==> src/rtl/wb_regfile.sv <==
// Writeback stage: selects load data or ALU result, commits it to a 32x32 register
// file with two async read ports, and counts committed writes. Macro: REGFILE_BYPASS_EN.
module wb_regfile #(
  parameter int XLEN    = 32,
  parameter int NREGS   = 32,
  parameter int COUNT_W = 32
) (
  input  logic               clk,
  input  logic               rst,
  input  logic [XLEN-1:0]    readMem_i,
  input  logic [XLEN-1:0]    ALUresult_i,
  input  logic [4:0]         wr_i,
  input  logic               mem_wb_RegWrite_i,
  input  logic               mem_wb_MemToReg_i,
  input  logic [4:0]         rs1_i,
  input  logic [4:0]         rs2_i,
  output logic [XLEN-1:0]    rdata1_o,
  output logic [XLEN-1:0]    rdata2_o,
  output logic [XLEN-1:0]    wb_data_o,
  output logic [COUNT_W-1:0] wr_count_o
);

  logic [XLEN-1:0]    regs_q [NREGS];
  logic [COUNT_W-1:0] wr_count_q, wr_count_d;
  logic [XLEN-1:0]    wb_data;
  logic               commit;

  assign wb_data   = mem_wb_MemToReg_i ? readMem_i : ALUresult_i;
  assign commit    = mem_wb_RegWrite_i && (wr_i != 5'd0);
  assign wb_data_o = wb_data;

  always_comb begin
    wr_count_d = wr_count_q;
    if (commit) wr_count_d = wr_count_q + COUNT_W'(1);
  end

  // Writeback edge: reset wins over a same-cycle commit.
  always_ff @(posedge clk) begin
    if (rst) begin
      for (int i = 0; i < NREGS; i++) regs_q[i] <= '0;
      wr_count_q <= '0;
    end else begin
      if (commit) regs_q[wr_i] <= wb_data;
      wr_count_q <= wr_count_d;
    end
  end

  assign wr_count_o = wr_count_q;

  // commit already excludes x0, so the bypass can never forward into x0.
  always_comb begin
    rdata1_o = regs_q[rs1_i];
`ifdef REGFILE_BYPASS_EN
    if (commit && (rs1_i == wr_i)) rdata1_o = wb_data;
`endif
    if (rs1_i == 5'd0) rdata1_o = '0;
  end

  always_comb begin
    rdata2_o = regs_q[rs2_i];
`ifdef REGFILE_BYPASS_EN
    if (commit && (rs2_i == wr_i)) rdata2_o = wb_data;
`endif
    if (rs2_i == 5'd0) rdata2_o = '0;
  end

endmodule
==> config.mk <==
export PLATFORM = sky130hd
export DESIGN_NAME = wb_regfile
export DESIGN_NICKNAME = d
export VERILOG_FILES = /design/src/rtl/wb_regfile.sv
export SDC_FILE = /design/constraint.sdc
export NUM_CORES = 2
export LEC_CHECK = 0
export CAP_MARGIN = 40
export CORE_MARGIN = 1
export CORE_UTILIZATION = 45
export CTS_BUF_LIST = sky130_fd_sc_hd__clkbuf_16
export CTS_CLUSTER_SIZE = 40
export DETAILED_ROUTE_END_ITERATION = 7
export HOLD_SLACK_MARGIN = 0.03
export SYNTH_ARGS = -nofsm -noshare
export SYNTH_HDL_FRONTEND = slang
export SYNTH_SLANG_ARGS = --single-unit
==> constraint.sdc <==
create_clock -name clk -period 4.11 [get_ports clk]
set_clock_uncertainty 0.2 [all_clocks]
set_input_delay 0.411 -clock clk [delete_from_list [all_inputs] [get_ports clk]]
set_output_delay 0.411 -clock clk [all_outputs]
set_load 0.05 [all_outputs]
==> impl_metrics.ini <==
[synthesis]
synth_xor_area_frac = 0.001950
synth-compound-area-share = 0.03259
synth_top_area_share = 0.5705
synth_cells = 3771
yosys_most_used_dff = edfxtp_1
synthDistinctLibCells = 48
synthTopCellsByArea = edfxtp_1 57%, mux4_2 21%, nor2_1 7.2%, mux2_2 2.3%, mux2i_1 2.1%
synth.top_cells.by_count = 1033 x nor2_1, 1024 x edfxtp_1, 512 x mux4_2, 282 x clkbuf_1, 114 x mux2i_1
synth.mux.area_fraction = 0.2583
synth_edf_count = 1024
avgSynthCellArea_um2 = 14.29
ys_ff_latch = 1056
ys_seq_area_frac = 0.5824
synth_top_family_by_area = multiplexers
yosysWarnings = 0
async_reset_ff_frac = 0
netlist_area_um2 = 53900
synthAdderAreaFrac = 0.0002322
synthSimpleGateAreaFrac = 0.09145
yosysMostFrequentCell = nor2_1
synth_top_area_cell = edfxtp_1

[floorplan]
pin_count = 211
start_util = 0.4552
core_um2 = 118400
dieWidth_um = 348.1
dieArea_um2 = 121200
fp.dieH_um = 348.1
fp-row-count = 126

[clock_tree]
cts_tree = yes
cts_buffers = 115
cts_resized = 0
cts-root-buf = clkbuf_16
clkLatencyLatePin_ps = 680
cts_hold_buffers = 0
htreeDepth = 3
cts.sinks = 1056
path_clk_slew_ps = 60
cts_setup_buffers = 0
clockBufferDepth = 3

[timing]
hold_violations = 0
finalCritPeriodShare = 0.8830
rsz0062_at_grt = no
clock.fmax_mhz = 275.5
worstMarginPinSlew_ps = 923.1
fin_setup_tns_ps = 0
finalCriticalPeriod_ps = 3629
finalMaxSlewViolations = 0
max_slew_margin = 0.3817
setup_viol = 0

[critical_path]
path_common_cell = buf_12
path_max_fanout = 30
arrival_ps = 3020
critPathLaunchType = input port
reg2regPathDepth = 5
cp-startpoint = rs2_i[0]
max_stage_delay_ps = 660
critical_path_depth = 7
cp.buffers_inverters = 3
crit_required_ps = 3500
critical_path.top_delay_family = compound AO/OA/AOI/OAI gates
end_kind = primary output
worstReg2RegStart = wr_count_o[2]$_SDFFE_PP0P_
slowest_stage = o21ai_0
crit_type = input port to primary output
crit_path_cell_trace = buf_8 -> buf_12 -> mux4_2 -> mux2_2 -> o21ai_0 -> a31oi_1 -> buf_12

[place]
port_buffers = 210
place_inst = 5510
place_congestion = 0.8977
hpwlAfterDp_mm = 120.5

[cells_and_area]
fill_cells = 9524
stdcell_count = 5726
area_growth_pct = 18.73
layout.nets = 4111
multi_input_area_um2 = 21460
seq_area_um2 = 31390
drive_gt1_frac = 0.3076

[drt]
via_per_inst = 6.431
first_pass_iters = 8
vias = 36825
drt-total-wl_mm = 188.6
post_drt_wl_per_cell_um = 32.94
ant_nets = 0
drt_iter0_markers = 5269
drcViolationCount = 0

[run]
max_cap_viol_count = 0

[outcome]
status = finished, final reports clean

[global_routing]
grt_max_degree = 53
grt_pass1_vias = 36511
grt_usage = 0.3114
grt_pass1_wl_mm = 266.9
antenna_found_initial = 5
overflow = 0

[pwr]
finalPower_w = 0.02732
vdd_drop_max_v = 0.0004397
p_per_area_nw_per_um2 = 427.0
p_leak_nw = 22.31

[worst_hold_path]
holdCritStartpoint = rst
hold_path_class = input port to flip-flop
worstHoldPathCells = 3
[final timing paths]
path / slack [ps] / end
worst max register to register: 1570 / wr_count_o[29]$_SDFFE_PP0P_
worst min register to register: 290 / wr_count_o[31]$_SDFFE_PP0P_
worst max-delay path: 480 / rdata2_o[19]
worst min-delay path: 160 / wr_count_o[0]$_SDFFE_PP0P_
[state kept, by name (all words and copies together) (netlist names)]
register / count
wr_count_o: 32
regs_q: 1024
[cell type report]
type | instances | share of cell area
Timing Repair Buffer | 503 | 0.08187
Clock buffer | 121 | 0.04732
Tap cell | 1600 | 0.03129
Multi-Input combinational cell | 2309 | 0.3354
Clock inverter | 94 | 0.01105
Antenna cell | 1 | 0.00003911
Sequential cell | 1056 | 0.4906
Inverter | 42 | 0.002464
[cells in the final DEF, fill, tap and decap left out, types with 31 or more instances in the layout]
master           count
nand2b_2            31
mux2i_1             82
a22oi_1             47
nand2_1             61
mux4_2             512
a31oi_1             47
inv_1               61
nor2_1            1029
buf_4              271
clkbuf_16          121
o21ai_0             78
clkdlybuf4s50_1    134
conb_1              32
buf_12              87
mux2_2             111
edfxtp_1          1024
a21oi_1             99
clkinv_1            36
mux2i_4             32
dfxtp_1             32
[power by group]
group | internal [W] | switching, W
Clock | 0.00591 | 0.00439
Sequential | 0.0124 | 0.000289
Combinational | 0.00182 | 0.00254
Total | 0.0201 | 0.00721
[metrics by stage]
stage                     cell area, um2  worst slack [ps]    util  hold slack (ps)
final                              63990             480.9  0.5405            157.8
after global routing               63990             420.0  0.5405            189.2
after CTS                          63990             472.3  0.5404            141.2
after detailed placement           60250             469.8  0.5089            279.5
after global placement             60240             506.7  0.5088            261.1
after floorplan                    54010             933.1       -            482.2
[kinds of logic (layout without fill, tap and decap cells)]
kind of cell	Yosys count	in the layout
other	1	33
xor gates and xnor gates	12	12
buffers and inverters	437	760
muxes	737	737
AOI/OAI and AO/OA	297	297
and+or+nand+nor	1230	1230
DFF	1056	1056
adders and majority gates	1	1
[metal layers]
layer,global-route usage,part of all wire,vias to the layer above
li1,-,-,14876
met1,0.4121,0.37,19058
met2,0.4932,0.47,2437
met3,0.05985,0.11,452
met4,0.1562,0.055,2
met5,0,0.000069,-
[tightest hold or removal path, delay by kind of cell]
family | cells | cell delay, ps
simple gates | 1 | 150
buf+inv | 2 | 430
Power figures use the tool's default switching activity.
